===== src/rtl/load_store_unit_if.sv =====
// Execute-to-memory handshake plus the 64-bit data bus seen by the load/store unit.
// slave is the LSU side; master is the surrounding pipeline/bus environment.
interface load_store_unit_if;
  logic        valid_in;
  logic        ready_out;
  logic [63:0] alu_result_in;
  logic [63:0] rs2_value_in;
  logic        mem_read_in;
  logic        mem_write_in;
  logic [1:0]  width_in;
  logic        zero_extend_in;
  logic [4:0]  rd_in;
  logic [63:0] bus_address_out;
  logic        bus_read_out;
  logic        bus_write_out;
  logic [7:0]  bus_write_mask_out;
  logic [63:0] bus_write_data_out;
  logic [63:0] bus_read_data_in;
  logic        bus_ack_in;
  logic        wb_valid_out;
  logic        wb_write_out;
  logic [4:0]  wb_rd_out;
  logic [63:0] wb_value_out;
  logic [1:0]  wb_fault_out;

  modport slave (
    input  valid_in, alu_result_in, rs2_value_in, mem_read_in, mem_write_in,
           width_in, zero_extend_in, rd_in, bus_read_data_in, bus_ack_in,
    output ready_out, bus_address_out, bus_read_out, bus_write_out,
           bus_write_mask_out, bus_write_data_out, wb_valid_out, wb_write_out,
           wb_rd_out, wb_value_out, wb_fault_out
  );

  modport master (
    output valid_in, alu_result_in, rs2_value_in, mem_read_in, mem_write_in,
           width_in, zero_extend_in, rd_in, bus_read_data_in, bus_ack_in,
    input  ready_out, bus_address_out, bus_read_out, bus_write_out,
           bus_write_mask_out, bus_write_data_out, wb_valid_out, wb_write_out,
           wb_rd_out, wb_value_out, wb_fault_out
  );
endinterface


===== src/rtl/load_store_unit.sv =====
// RV64 memory stage: non-mem ops write back next cycle, loads/stores wb at ack+2; ready only in IDLE.
// LSU_MISALIGN_TRAP_EN: misaligned accesses trap (fault 01) instead of being force-aligned.
module load_store_unit #(
  parameter int unsigned TIMEOUT_CYCLES = 255
) (
  input logic              clk,
  input logic              reset,
  load_store_unit_if.slave lsu
);
  localparam int unsigned CW = (TIMEOUT_CYCLES > 1) ? $clog2(TIMEOUT_CYCLES + 1) : 1;
  localparam logic [CW-1:0] CNT_LAST = CW'(TIMEOUT_CYCLES - 1);

  typedef enum logic [1:0] {IDLE, BUS_WAIT, RESP} state_t;

  state_t        state_q, state_d;
  logic [2:0]    off_q, off_d;
  logic [1:0]    width_q, width_d;
  logic [4:0]    rd_q, rd_d;
  logic          zext_q, zext_d;
  logic          store_q, store_d;
  logic [63:0]   rdata_q, rdata_d;
  logic [1:0]    fault_q, fault_d;
  logic [CW-1:0] cnt_q, cnt_d;
  logic [63:0]   bus_addr_q, bus_addr_d;
  logic          bus_read_q, bus_read_d;
  logic          bus_write_q, bus_write_d;
  logic [7:0]    bus_mask_q, bus_mask_d;
  logic [63:0]   bus_wdata_q, bus_wdata_d;
  logic          wb_valid_q, wb_valid_d;
  logic          wb_write_q, wb_write_d;
  logic [4:0]    wb_rd_q, wb_rd_d;
  logic [63:0]   wb_value_q, wb_value_d;
  logic [1:0]    wb_fault_q, wb_fault_d;

  logic [2:0]    align_bits;
  logic [2:0]    eff_off;
  logic [7:0]    mask_base;
  logic [7:0]    mask_in;
  logic [63:0]   wdata_in;
  logic [63:0]   shifted;
  logic [63:0]   load_val;
  logic          is_mem;
  logic          timeout_hit;
`ifdef LSU_MISALIGN_TRAP_EN
  logic          misaligned;
`endif

  // Per-width lane pattern and the low offset bits that must be zero for alignment.
  always_comb begin
    align_bits = 3'b000;
    mask_base  = 8'h01;
    wdata_in   = {8{lsu.rs2_value_in[7:0]}};
    case (lsu.width_in)
      2'b00: begin align_bits = 3'b000; mask_base = 8'h01; wdata_in = {8{lsu.rs2_value_in[7:0]}}; end
      2'b01: begin align_bits = 3'b001; mask_base = 8'h03; wdata_in = {4{lsu.rs2_value_in[15:0]}}; end
      2'b10: begin align_bits = 3'b011; mask_base = 8'h0F; wdata_in = {2{lsu.rs2_value_in[31:0]}}; end
      default: begin align_bits = 3'b111; mask_base = 8'hFF; wdata_in = lsu.rs2_value_in; end
    endcase
    eff_off = lsu.alu_result_in[2:0] & ~align_bits;
    mask_in = mask_base << eff_off;
  end

`ifdef LSU_MISALIGN_TRAP_EN
  assign misaligned = |(lsu.alu_result_in[2:0] & align_bits);
`endif

  assign is_mem      = lsu.mem_read_in | lsu.mem_write_in;
  assign timeout_hit = (TIMEOUT_CYCLES != 0) && (cnt_q == CNT_LAST);
  assign shifted     = rdata_q >> {off_q, 3'b000};

  always_comb begin
    load_val = shifted;
    case (width_q)
      2'b00:   load_val = zext_q ? {56'd0, shifted[7:0]}  : {{56{shifted[7]}},  shifted[7:0]};
      2'b01:   load_val = zext_q ? {48'd0, shifted[15:0]} : {{48{shifted[15]}}, shifted[15:0]};
      2'b10:   load_val = zext_q ? {32'd0, shifted[31:0]} : {{32{shifted[31]}}, shifted[31:0]};
      default: load_val = shifted;
    endcase
  end

  always_comb begin
    state_d     = state_q;
    off_d       = off_q;
    width_d     = width_q;
    rd_d        = rd_q;
    zext_d      = zext_q;
    store_d     = store_q;
    rdata_d     = rdata_q;
    fault_d     = fault_q;
    cnt_d       = cnt_q;
    bus_addr_d  = bus_addr_q;
    bus_read_d  = bus_read_q;
    bus_write_d = bus_write_q;
    bus_mask_d  = bus_mask_q;
    bus_wdata_d = bus_wdata_q;
    // Writeback record is a pulse; fields read as zero whenever it is not valid.
    wb_valid_d  = 1'b0;
    wb_write_d  = 1'b0;
    wb_rd_d     = 5'd0;
    wb_value_d  = 64'd0;
    wb_fault_d  = 2'b00;

    case (state_q)
      IDLE: begin
        if (lsu.valid_in) begin
          if (!is_mem) begin
            wb_valid_d = 1'b1;
            wb_write_d = (lsu.rd_in != 5'd0);
            wb_rd_d    = lsu.rd_in;
            wb_value_d = lsu.alu_result_in;
          end
`ifdef LSU_MISALIGN_TRAP_EN
          else if (misaligned) begin
            wb_valid_d = 1'b1;
            wb_rd_d    = lsu.rd_in;
            wb_value_d = lsu.alu_result_in;
            wb_fault_d = 2'b01;
          end
`endif
          else begin
            off_d       = eff_off;
            width_d     = lsu.width_in;
            rd_d        = lsu.rd_in;
            zext_d      = lsu.zero_extend_in;
            store_d     = lsu.mem_write_in;
            fault_d     = 2'b00;
            cnt_d       = '0;
            bus_addr_d  = {lsu.alu_result_in[63:3], 3'b000};
            bus_read_d  = lsu.mem_read_in;
            bus_write_d = lsu.mem_write_in;
            bus_mask_d  = mask_in;
            bus_wdata_d = wdata_in;
            state_d     = BUS_WAIT;
          end
        end
      end
      BUS_WAIT: begin
        cnt_d = cnt_q + CW'(1);
        // An ack on the timeout cycle still completes the access cleanly.
        if (lsu.bus_ack_in || timeout_hit) begin
          rdata_d     = lsu.bus_read_data_in;
          fault_d     = lsu.bus_ack_in ? 2'b00 : 2'b10;
          bus_addr_d  = 64'd0;
          bus_read_d  = 1'b0;
          bus_write_d = 1'b0;
          bus_mask_d  = 8'd0;
          bus_wdata_d = 64'd0;
          state_d     = RESP;
        end
      end
      RESP: begin
        wb_valid_d = 1'b1;
        wb_rd_d    = rd_q;
        wb_fault_d = fault_q;
        if (fault_q == 2'b00 && !store_q) begin
          wb_write_d = (rd_q != 5'd0);
          wb_value_d = load_val;
        end
        state_d = IDLE;
      end
      default: state_d = IDLE;
    endcase
  end

  always_ff @(posedge clk or posedge reset) begin
    if (reset) begin
      state_q     <= IDLE;
      off_q       <= 3'd0;
      width_q     <= 2'd0;
      rd_q        <= 5'd0;
      zext_q      <= 1'b0;
      store_q     <= 1'b0;
      rdata_q     <= 64'd0;
      fault_q     <= 2'b00;
      cnt_q       <= '0;
      bus_addr_q  <= 64'd0;
      bus_read_q  <= 1'b0;
      bus_write_q <= 1'b0;
      bus_mask_q  <= 8'd0;
      bus_wdata_q <= 64'd0;
      wb_valid_q  <= 1'b0;
      wb_write_q  <= 1'b0;
      wb_rd_q     <= 5'd0;
      wb_value_q  <= 64'd0;
      wb_fault_q  <= 2'b00;
    end else begin
      state_q     <= state_d;
      off_q       <= off_d;
      width_q     <= width_d;
      rd_q        <= rd_d;
      zext_q      <= zext_d;
      store_q     <= store_d;
      rdata_q     <= rdata_d;
      fault_q     <= fault_d;
      cnt_q       <= cnt_d;
      bus_addr_q  <= bus_addr_d;
      bus_read_q  <= bus_read_d;
      bus_write_q <= bus_write_d;
      bus_mask_q  <= bus_mask_d;
      bus_wdata_q <= bus_wdata_d;
      wb_valid_q  <= wb_valid_d;
      wb_write_q  <= wb_write_d;
      wb_rd_q     <= wb_rd_d;
      wb_value_q  <= wb_value_d;
      wb_fault_q  <= wb_fault_d;
    end
  end

  assign lsu.ready_out          = (state_q == IDLE);
  assign lsu.bus_address_out    = bus_addr_q;
  assign lsu.bus_read_out       = bus_read_q;
  assign lsu.bus_write_out      = bus_write_q;
  assign lsu.bus_write_mask_out = bus_mask_q;
  assign lsu.bus_write_data_out = bus_wdata_q;
  assign lsu.wb_valid_out       = wb_valid_q;
  assign lsu.wb_write_out       = wb_write_q;
  assign lsu.wb_rd_out          = wb_rd_q;
  assign lsu.wb_value_out       = wb_value_q;
  assign lsu.wb_fault_out       = wb_fault_q;
endmodule


===== src/flat_wrapper.sv =====
// flat-port wrapper written by rule: the top's interface ports become plain ports
module load_store_unit_flat 
#(
  parameter int unsigned TIMEOUT_CYCLES = 255
)
  (clk, reset, lsu_valid_in, lsu_alu_result_in, lsu_rs2_value_in, lsu_mem_read_in, lsu_mem_write_in, lsu_width_in, lsu_zero_extend_in, lsu_rd_in, lsu_bus_read_data_in, lsu_bus_ack_in, lsu_ready_out, lsu_bus_address_out, lsu_bus_read_out, lsu_bus_write_out, lsu_bus_write_mask_out, lsu_bus_write_data_out, lsu_wb_valid_out, lsu_wb_write_out, lsu_wb_rd_out, lsu_wb_value_out, lsu_wb_fault_out);
  load_store_unit_if lsu_i ();
  input logic clk;
  input logic reset;
  input wire logic [$bits(lsu_i.valid_in)-1:0] lsu_valid_in;
  input wire logic [$bits(lsu_i.alu_result_in)-1:0] lsu_alu_result_in;
  input wire logic [$bits(lsu_i.rs2_value_in)-1:0] lsu_rs2_value_in;
  input wire logic [$bits(lsu_i.mem_read_in)-1:0] lsu_mem_read_in;
  input wire logic [$bits(lsu_i.mem_write_in)-1:0] lsu_mem_write_in;
  input wire logic [$bits(lsu_i.width_in)-1:0] lsu_width_in;
  input wire logic [$bits(lsu_i.zero_extend_in)-1:0] lsu_zero_extend_in;
  input wire logic [$bits(lsu_i.rd_in)-1:0] lsu_rd_in;
  input wire logic [$bits(lsu_i.bus_read_data_in)-1:0] lsu_bus_read_data_in;
  input wire logic [$bits(lsu_i.bus_ack_in)-1:0] lsu_bus_ack_in;
  output wire logic [$bits(lsu_i.ready_out)-1:0] lsu_ready_out;
  output wire logic [$bits(lsu_i.bus_address_out)-1:0] lsu_bus_address_out;
  output wire logic [$bits(lsu_i.bus_read_out)-1:0] lsu_bus_read_out;
  output wire logic [$bits(lsu_i.bus_write_out)-1:0] lsu_bus_write_out;
  output wire logic [$bits(lsu_i.bus_write_mask_out)-1:0] lsu_bus_write_mask_out;
  output wire logic [$bits(lsu_i.bus_write_data_out)-1:0] lsu_bus_write_data_out;
  output wire logic [$bits(lsu_i.wb_valid_out)-1:0] lsu_wb_valid_out;
  output wire logic [$bits(lsu_i.wb_write_out)-1:0] lsu_wb_write_out;
  output wire logic [$bits(lsu_i.wb_rd_out)-1:0] lsu_wb_rd_out;
  output wire logic [$bits(lsu_i.wb_value_out)-1:0] lsu_wb_value_out;
  output wire logic [$bits(lsu_i.wb_fault_out)-1:0] lsu_wb_fault_out;
  assign lsu_i.valid_in = lsu_valid_in;
  assign lsu_i.alu_result_in = lsu_alu_result_in;
  assign lsu_i.rs2_value_in = lsu_rs2_value_in;
  assign lsu_i.mem_read_in = lsu_mem_read_in;
  assign lsu_i.mem_write_in = lsu_mem_write_in;
  assign lsu_i.width_in = lsu_width_in;
  assign lsu_i.zero_extend_in = lsu_zero_extend_in;
  assign lsu_i.rd_in = lsu_rd_in;
  assign lsu_i.bus_read_data_in = lsu_bus_read_data_in;
  assign lsu_i.bus_ack_in = lsu_bus_ack_in;
  assign lsu_ready_out = lsu_i.ready_out;
  assign lsu_bus_address_out = lsu_i.bus_address_out;
  assign lsu_bus_read_out = lsu_i.bus_read_out;
  assign lsu_bus_write_out = lsu_i.bus_write_out;
  assign lsu_bus_write_mask_out = lsu_i.bus_write_mask_out;
  assign lsu_bus_write_data_out = lsu_i.bus_write_data_out;
  assign lsu_wb_valid_out = lsu_i.wb_valid_out;
  assign lsu_wb_write_out = lsu_i.wb_write_out;
  assign lsu_wb_rd_out = lsu_i.wb_rd_out;
  assign lsu_wb_value_out = lsu_i.wb_value_out;
  assign lsu_wb_fault_out = lsu_i.wb_fault_out;
  load_store_unit #(.TIMEOUT_CYCLES(TIMEOUT_CYCLES)) u_core (.clk(clk), .reset(reset), .lsu(lsu_i));
endmodule

===== config.mk =====
export PLATFORM = sky130hd
export DESIGN_NAME = load_store_unit_flat
export DESIGN_NICKNAME = d
export VERILOG_FILES = /design/src/rtl/load_store_unit_if.sv /design/src/rtl/load_store_unit.sv /design/src/flat_wrapper.sv
export SDC_FILE = /design/constraint.sdc
export NUM_CORES = 1
export LEC_CHECK = 0
export ABC_AREA = 1
export ABC_CLOCK_PERIOD_IN_PS = 11800
export BUFFER_PORTS_ARGS = -buffer_cell sky130_fd_sc_hd__buf_2
export CORE_ASPECT_RATIO = 1.75
export CORE_MARGIN = 5
export CORE_UTILIZATION = 52
export DETAILED_ROUTE_END_ITERATION = 10
export GPL_TIMING_DRIVEN = 0
export PLACE_DENSITY = 0.77
export SKIP_CTS_REPAIR_TIMING = 1
export SLEW_MARGIN = 20
export SYNTH_ARGS = -nofsm -noshare
export SYNTH_HDL_FRONTEND = slang
export SYNTH_SLANG_ARGS = --single-unit
export TNS_END_PERCENT = 5

===== constraint.sdc =====
create_clock -name clk -period 11.8 [get_ports clk]
set_input_delay 0.59 -clock clk [delete_from_list [all_inputs] [get_ports clk]]
set_output_delay 0.59 -clock clk [all_outputs]
set_load 0.02 [all_outputs]

Word level (Yosys, flattened, before mapping)
Index checks and enable logic that the tools add are counted.
- $add $sub $neg: 1
- multipliers: 0
- divide/modulo/power cells: 0
- $lt $le $gt $ge: 0
- equal/unequal tests: 10
- shift-type cells: 2
- mux-type cells: 52
- bitwise gates (word level): 3
- reduce and logical (&&, ||, !) cells: 15
- operators with widths (operator ; count):
    two-way mux 64 bit ; 11
    case mux 64 bit (2 select lines) ; 3
    case mux 64 bit (3 select lines) ; 2
    right shift 64 x 6 -> 64 bit ; 1
    two-way mux 8 bit ; 5
    case mux 8 bit (2 select lines) ; 2
    case mux 8 bit (3 select lines) ; 1
    two-way mux 2 bit ; 8
    two-way mux 1 bit ; 10
    two-way mux 5 bit ; 2
    case mux 5 bit (2 select lines) ; 1
    nonzero test 5 bit ; 2
    case mux 3 bit (3 select lines) ; 1
    AND reduction 3 bit ; 3
    adder 8 x 1 -> 8 bit (second input constant) ; 1
    equality test 8 bit (second input constant) ; 1
    zero test 2 bit ; 4
    case mux 1 bit (2 select lines) ; 4
    case mux 2 bit (2 select lines) ; 2
    << shifter 8 x 3 -> 8 bit ; 1
    equality test 2 x 1 -> 1 bit (second input constant) ; 3
    equality test 2 bit (second input constant) ; 3
    inequality test 2 x 1 -> 1 bit (second input constant) ; 2
    AND reduction 4 bit ; 1
    other kinds (9) ; 9
- bits in registers: 299
- latch bits: 0
- bits in writable memories: 0
- ROM bits: 0
- bits of input ports: 206
- output and inout port bits: 212
- word-level logic and storage cells: 102
- memories: 0

Logic depth before layout (Yosys ltp)
Gate-level depths: netlist (run 1).
- depth in word-level cells: 8
- depth in mapped cells: 11
- depth with buffers taken out: 10

Worst setup path after synthesis (run 1)
OpenSTA, ideal clock, no wires.
- path kind: input to register
- from: input port lsu_width_in[1]
- to: register u_core.bus_wdata_q[12], in the netlist u_core.lsu.bus_write_data_out[12]
- setup time: 83 ps
- arrival: 1509 ps
- data required time: 11717 ps
- setup slack: 10209 ps
- cell stages on the path: 6
- path buffers: 3
- path through: buf_2 -> nand2_1 -> buf_2 -> clkbuf_1 -> nor2_1 -> o21ai_0
- word-level cells in the longest chain between the ends: 5
- elaborated cells on any way between the ends: 7
- those cells by class: eq/ne: 2; mux: 4; reduce/logical: 1
- RTL lines (item ; line ; text):
    start: declaration ; flat_wrapper.sv:15 ; input wire logic [$bits(lsu_i.width_in)-1:0] lsu_width_in;
    equality test 2 bit (tied with other cells) ; load_store_unit.sv:53 ; case (lsu.width_in)
    case mux 64 bit (3 select lines) * ; load_store_unit.sv:53 ;
    two-way mux 64 bit * ; load_store_unit.sv:106 ; if (!is_mem) begin
    two-way mux 64 bit * ; load_store_unit.sv:105 ; if (lsu.valid_in) begin
    case mux 64 bit (2 select lines) * ; load_store_unit.sv:103 ; case (state_q)
    end signal: assignment ; load_store_unit.sv:200 ; bus_wdata_q <= bus_wdata_d;
    end: declaration ; load_store_unit.sv:28 ; logic [63:0] bus_wdata_q, bus_wdata_d;
Every way passes the cells marked *; elsewhere a longest branch is shown, timed or not. The select of a mux whose other input is x is not followed.
A chain may end at the register's enable or synchronous reset.

Worst setup path in the final report (run 1)
- from: register u_core.off_q[1]
- to: register u_core.wb_value_q[1], in the netlist u_core.lsu.wb_value_out[1]
- word-level cells in the longest chain between the ends: 5
- elaborated cells on any way between the ends: 7
- those cells by class: shift: 1; mux: 6
- RTL lines (item ; line ; text):
    start: declaration ; load_store_unit.sv:16 ; logic [2:0] off_q, off_d;
    start signal: assignment ; load_store_unit.sv:168 ; off_q <= 3'd0;
    start signal: assignment ; load_store_unit.sv:188 ; off_q <= off_d;
    right shift 64 x 6 -> 64 bit * ; load_store_unit.sv:69 ; assign shifted = rdata_q >> {off_q, 3'b000};
    two-way mux 64 bit, on equally long branches ; load_store_unit.sv:76, load_store_unit.sv:74, load_store_unit.sv:75 ;
    case mux 64 bit (3 select lines) * ; load_store_unit.sv:73 ; case (width_q)
    two-way mux 64 bit * ; load_store_unit.sv:155 ; if (fault_q == 2'b00 && !store_q) begin
    case mux 64 bit (2 select lines) * ; load_store_unit.sv:103 ;
    net u_core.wb_value_d[1] ; load_store_unit.sv:32 ; logic [63:0] wb_value_q, wb_value_d;
    end signal: assignment ; load_store_unit.sv:204 ; wb_value_q <= wb_value_d;
    end: declaration ; load_store_unit.sv:32 ;
The timed path passes the listed nets; every way through them passes the cells marked *.

==> results of run 1 <==
-- cell usage in the layout, fill, tap and decap left out, types with 7 or more instances in the layout --
master / synthesis / final
o21ai_0: 189 / 189
a21oi_1: 56 / 56
buf_2: 59 / 471
o21ai_1: 88 / 88
inv_1: 100 / 99
o22ai_1: 16 / 16
buf_4: 25 / 25
inv_2: 9 / 9
o211ai_1: 41 / 41
clkbuf_16: 0 / 29
nand2_1: 556 / 556
buf_1: 10 / 10
dfrtp_1: 294 / 294
nand3_1: 241 / 241
buf_6: 7 / 7
clkbuf_1: 33 / 35
clkbuf_8: 0 / 7
nor2_1: 73 / 73
-- through the flow --
stage / setup slack [ps] / util, % / power (W) / instances
floorplan: 3091 / - / 0.002748 / 1828
global placement: 170.9 / 61.94 / 0.003523 / 2609
detailed placement: 9431 / 62.17 / 0.003552 / 2611
CTS: 9580 / 66.05 / 0.004584 / 2665
global route: 9441 / 66.06 / 0.004846 / 2666
finish: 9505 / 66.06 / 0.004623 / 2666
-- cells by family (layout without fill, tap and decap cells) --
logic type	Yosys count	in the layout	share of synthesized area [%]
buffers and inverters	247	715	8.025
adders and majority gates	2	2	0.1746
DFF	294	294	51.34
AOI/OAI and AO/OA	397	397	14.84
other	1	5	0.02617
and+or+nand+nor	884	884	25.59
-- state kept, by name (all words and copies together), names as in the netlist, 3 cells and up --
name	cells
u_core.lsu.bus_address_out	61
u_core.rd_q	5
u_core.lsu.bus_write_mask_out	8
u_core.lsu.bus_write_data_out	64
u_core.off_q	3
u_core.lsu.wb_value_out	64
u_core.rdata_q	64
u_core.lsu.wb_rd_out	5
u_core.cnt_q	8
-- final cells by class --
class / count / area (um^2) / area share [%]
Antenna cell: 1 / 2.502 / 0.01391
Clock inverter: 16 / 227.7 / 1.266
Clock buffer: 38 / 829.5 / 4.612
Buffer: 136 / 733.2 / 4.077
Inverter: 111 / 424.2 / 2.358
Sequential cell: 294 / 7357 / 40.90
Multi-Input combinational cell: 1287 / 5833 / 32.43
Tap cell: 369 / 461.7 / 2.567
Timing Repair Buffer: 414 / 2117 / 11.77
-- routing by layer --
layer,vias to the layer above,routed length (um),GRT usage (%)
li1,6902,-,-
met1,7262,20490,41.26
met2,839,31500,69.65
met3,256,4696,8.059
met4,2,5537,27.33
met5,-,11,0
-- final timing paths --
path | start | to
hold reg to reg | u_core.lsu.bus_write_data_out[28]$_DFFE_PP0P_ | u_core.lsu.bus_write_data_out[28]$_DFFE_PP0P_
setup / recovery | u_core.off_q[1]$_DFFE_PP0P_ | u_core.lsu.wb_value_out[1]$_DFF_PP0_
max in group asynchronous | reset | u_core.rdata_q[55]$_DFFE_PP0P_
setup reg to reg | u_core.off_q[1]$_DFFE_PP0P_ | u_core.lsu.wb_value_out[1]$_DFF_PP0_
min in group clk | lsu_bus_read_data_in[62] | u_core.rdata_q[62]$_DFFE_PP0P_
hold / removal | reset | u_core.lsu.bus_address_out[34]$_DFFE_PP0P_
-- worst register-to-register path, delay by kind of cell, from the launching register on --
kind            cells  cell delay (ps)
buf+inv             3              800
flops               1              430
compound gates      3              910
-- power groups by stage --
stage | clock network [W] | logic, W | registers [W]
final | 0.00103 | 0.00201 | 0.00158
after CTS | 0.00103 | 0.00198 | 0.00157
after floorplan | 0 | 0.000964 | 0.00178
after detailed placement | 0 | 0.00197 | 0.00158
after global routing | 0.00107 | 0.00216 | 0.00161
after global placement | 0 | 0.00195 | 0.00158
==> results.md, run 1 <==
- Remaining DRCs: 0
- Fillers: 2444
- Final net count: 2481
- CP max stage delay: 510 ps
- Vias per Instance: 5.724
- Family with the most delay on the worst path: compound AO/OA/AOI/OAI gates
- Area leader, netlist: dfrtp_1
- First-pass GRT wire length: 92.62 mm
- Number of synthesized register bits: 294
- Initial core utilization: between 50% and 60%
- Largest net degree at the start of global routing: 106
- CTS tree: yes
- TritonCTS buffer count: 29
- Startpoint types: flip-flop
- Setup TNS: 0 ps
- Post-DP HPWL: 49.36 mm
- H-tree lvl count: 1
- CP max stage cell: a21oi_1
- Clock buffer depth: 3
- Sequential fraction of design power: between 30 and 40%
- Chip width: around 140 um
- Pleak: 9.721 nW
- Sw Ratio: 44.89%
- Flop2flop setup slack: 9510 ps
- Int Pwr: 0.002548 W
- I/O Buffers: approximately 400
- Num rows: 80
- Skew-Pair Late Insertion Delay: 580 ps
- Synth top cells by count: 556 x nand2_1, 294 x dfrtp_1, 241 x nand3_1
- Net Sw Power: 0.002075 W
- CP max FO: 10
- Hold Crit Class: input pin to asynchronous set/reset pin
- Total gr overflow: 0
- I/O pin total: approximately 420
- Avg WL per Cell: 23.34 um
- Crit path kind: flip-flop to flip-flop
- WP data required: ~12000 ps
- Share of cells above drive strength 1: 25.09%
- Total routed wirelength: 62.24 mm
- Clock Root Buffer: clkbuf_16
- Critical path depth in cells: 6
- Synth async-reset ratio: between 90% and 100%
- Antenna violations before repair: 2
- Power share of the combinational group: 43.4%
- Clk pwr share: around 22%
- Yosys top cell area share: 51.34%
- Clock skew: 14.43 ps
- Syn_area_per_cell: between 7 and 8 um^2
- Relative slew slack: 50.01%
- Synth Flop Type: dfrtp_1
- Gr usage total: roughly two fifths
- Clock sinks: between 200 and 300
- Finish-stage setup viols: 0
- Mapped Cells: 1825
- Final hold violations: 0
- Sequential area share after synthesis: 51.34%
- Minimum clock period: 2295 ps
- Initial DRC Count: 1349
- Post-synthesis cell type count: 29
- Final instance area: 17990 um^2
- Synthesized cell area: 14330 um^2
- CP Buf/Inv Count: 3
- Core area: approximately 27000 um^2
- Fin crit share: approximately 19%
- Tightest Pin Transition: 742.0 ps
- Initial DRT Pass Iterations: 5
- Max VDD drop: 0.0001694 V
- Most instantiated library cell after synthesis: nand2_1
- Crit-path cells: inv_2 > buf_2 > buf_1 > o211ai_1 > a21oi_1 > o22ai_1
- Placed cell area: 16930 um^2
- Die area: 31110 um^2
- Number of global-route vias before repair: 15761
- RSZ-0062 raised after global routing: no
- Ranking of synthesized cells by area: dfrtp_1 51%, nand2_1 15%, nand3_1 8.4%
- Die Span Y: ~230 um
- Critical path arrival: 2710 ps
- Worst Reg-to-Reg Cells: 6
- RD Place Congestion: 1.029
- Max-cap viol count: 0
- Slew Limit Fails: 0
- Outcome: completed
- Antenna viol nets, final: 0
- Area Growth Syn to Fin: 25.52%
- Total number of vias: 15261
- Post-synth EDFFs: 0
- Pwr/cell area: 257.0 nW/um^2
- Hold_ws: 110.0 ps
- Reg clk slew, reported paths: 70 ps
- CP Capture Type: flip-flop
- Maximum operating frequency: 435.8 MHz
- Warnings, synthesis: 0
(Power assumes the default switching activity.)
==> inputs of run 2 (changes only) <==
--- a/config.mk
+++ b/config.mk
@@ -6,14 +6,14 @@
 export NUM_CORES = 1
 export LEC_CHECK = 0
 export ABC_AREA = 1
-export ABC_CLOCK_PERIOD_IN_PS = 11800
+export ABC_CLOCK_PERIOD_IN_PS = 2000
 export BUFFER_PORTS_ARGS = -buffer_cell sky130_fd_sc_hd__buf_2
 export CORE_ASPECT_RATIO = 1.75
 export CORE_MARGIN = 5
-export CORE_UTILIZATION = 52
+export CORE_UTILIZATION = 47
 export DETAILED_ROUTE_END_ITERATION = 10
 export GPL_TIMING_DRIVEN = 0
-export PLACE_DENSITY = 0.77
+export PLACE_DENSITY = 0.73
 export SKIP_CTS_REPAIR_TIMING = 1
 export SLEW_MARGIN = 20
 export SYNTH_ARGS = -nofsm -noshare
==> constraint.sdc (replaced) <==
create_clock -name clk -period 2 [get_ports clk]
set_input_delay 0.1 -clock clk [delete_from_list [all_inputs] [get_ports clk]]
set_output_delay 0.1 -clock clk [all_outputs]
set_load 0.02 [all_outputs]
==> run 2 against run 1 <==
Effect of this change:
- the run now ends with negative hold slack left
- sequential power increased to 5.9 times the previous value
- setup slack got worse by 9500 ps
- sequential cell count unchanged
- final cell count increased by 8.4%
- largest power group unchanged
- clock-buffer cell count decreased by 6
- via count increased by 6.2%
- routed wire length increased by 9.1%
- fmax increased by 15%
==> results.md, run 2 (synthesis results as in run 1) <==
- Met1 GRT Util: 38.03%
- Outcome: complete, but fails checks
- Remaining DRCs: 0
- Clock Root Buffer: clkbuf_16
- First-pass GRT wire length: 93.34 mm
- Die area: 34220 um^2
- Max VDD drop: between 0.001 and 0.0015 V
- Antenna violations before repair: 2
- WP data required: 2420 ps
- Total gr overflow: 0
- TritonCTS buffer count: 28
- CTS tree: yes
- Minimum clock period: 2000 ps
- Hold_ws: -52.90 ps
- Antenna viol nets, final: 0
- Gr usage total: 36.48%
- Skew-Pair Late Insertion Delay: 570 ps
- Max-cap viol count: 0
- Initial DRC Count: between 1000 and 1500
- Critical path arrival: 2420 ps
- Final core utilization: about two thirds
- RD Place Congestion: about 1
- Number of global-route vias before repair: roughly 15000
- CP max FO: 10
- Total number of vias: around 16000
- Maximum operating frequency: 500.1 MHz
- Tightest Pin Transition: between 700 and 800 ps
- Failing checks: negative hold slack
- Most common cell after layout, fill and taps aside: nand2_1
- Initial core utilization: approximately 48%
- Final net count: between 2000 and 3000
- Area Growth Syn to Fin: 41.58%
- Die Span Y: 241.0 um
- Leading cell types in the layout, fill and taps excluded: 554 x nand2_1, 460 x buf_2, 293 x dfrtp_1, 241 x nand3_1, 202 x dlygate4sd3_1
- Met3 Use GR: 7.672%
- Area of the multi-input gates: slightly below 6000 um^2
- CP Capture Type: flip-flop
- Largest net degree at the start of global routing: 36
- Core area: roughly 30000 um^2
- RSZ-0062 raised after global routing: yes
- H-tree lvl count: 1
- Storage cell area: approximately 7400 um^2
- Relative slew slack: a little over half
- Final hold violations: 2
- Num rows: 84
- Clock buffer depth: 3
- GR Layer Usage met2: 66.24%
- Final instance area: 20290 um^2
- I/O Buffers: a little over 400
- Reg clk slew, reported paths: 70 ps
- Finish-stage setup viols: 0
- Initial DRT Pass Iterations: 5
- Pleak: 10.71 nW
- Total routed wirelength: approximately 68 mm
- Share of cells above drive strength 1: 24.66%
- Chip width: 142.0 um
- Placed cell area: 17110 um^2
- Fillers: approximately 2500
- Post-DP HPWL: 51.54 mm
- Vias per Instance: 5.607
- Pwr/cell area: 1378 nW/um^2
- I/O pin total: 418
- Slew Limit Fails: 0
- Hold Crit Class: input pin to flip-flop
- Avg WL per Cell: about 23 um
- Startpoint types: flip-flop
- Fin crit share: 99.98%
- Clock skew: 10.98 ps
- Crit path kind: flip-flop to flip-flop
- Global route hottest layer: met2
- Clock sinks: 294
[run 2: cell types whose count changed in the layout (fill, tap and decap cells not counted), sizes merged]
cell and delta:
clkinv +5, clkinvlp -1, dlygate4sd3 +202, bufinv +1, inv -2, clkbuf +9, diode +1, buf -8
[run 2: layout make-up]
| type | count | area share [%] |
|---|---|---|
| antenna | 2 | 0.02467 |
| buffer | 135 | 3.879 |
| clock buffer | 32 | 3.731 |
| clock inverter | 19 | 1.357 |
| inverter | 111 | 2.085 |
| multi-input combinational | 1287 | 29.04 |
| sequential | 294 | 36.27 |
| tap | 387 | 2.387 |
| timing repair buffer | 624 | 21.23 |
[run 2: routing by layer]
layer / vias up / share of wire [%]
li1: 7328 / -
met5: - / 0
met1: 7688 / 33
met3: 302 / 6.7
met2: 892 / 52
met4: 0 / 8.6
[run 2: where the power goes]
part | total [W] | switching, W | internal (W)
registers | 0.00936 | 0.00141 | 0.00795
clock network | 0.00604 | 0.00252 | 0.00351
logic | 0.0126 | 0.00866 | 0.00390
total | 0.0280 | 0.0126 | 0.0154
[run 2: critical path: stages (launching register included)]
cell	delay [ps]
dfrtp_2	460
nor2_1	430
nand2_2	240
buf_4	260
buf_2	230
nand3_1	120
o21ai_0	110
[run 2: through the flow]
step | std cells | TNS, ps | setup slack [ps] | hold slack (ps) | total power, W
5_1_grt | 2891 | -741.7 | -96.82 | 1.367 | 0.02922
4_1_cts | 2688 | -9257 | -335.3 | -412.1 | 0.02717
2_1_floorplan | 1828 | -588920 | -2003 | 209.6 | 0.01621
3_3_place_gp | 2627 | -1070380 | -3682 | 298.6 | 0.02093
3_5_place_dp | 2637 | -5997 | -318.4 | 179.4 | 0.02112
6_report | 2891 | 0 | 0.3866 | -52.90 | 0.02795
[run 2: path summary, 6_finish.rpt]
kind / start / end / slack, ps / cells past startpoint
setup / recovery: u_core.state_q[1]$_DFFE_PP0P_ / u_core.lsu.bus_write_data_out[49]$_DFFE_PP0P_ / 0.4 / 6
hold reg to reg: u_core.rdata_q[7]$_DFFE_PP0P_ / u_core.rdata_q[7]$_DFFE_PP0P_ / 490 / 2
hold / removal: lsu_rs2_value_in[29] / u_core.lsu.bus_write_data_out[29]$_DFFE_PP0P_ / -50 / 3
max in group asynchronous: reset / u_core.lsu.bus_address_out[57]$_DFFE_PP0P_ / 230 / 9
setup reg to reg: u_core.state_q[1]$_DFFE_PP0P_ / u_core.lsu.bus_write_data_out[49]$_DFFE_PP0P_ / 0.4 / 6
min in group asynchronous: reset / u_core.rdata_q[21]$_DFFE_PP0P_ / 150 / 3
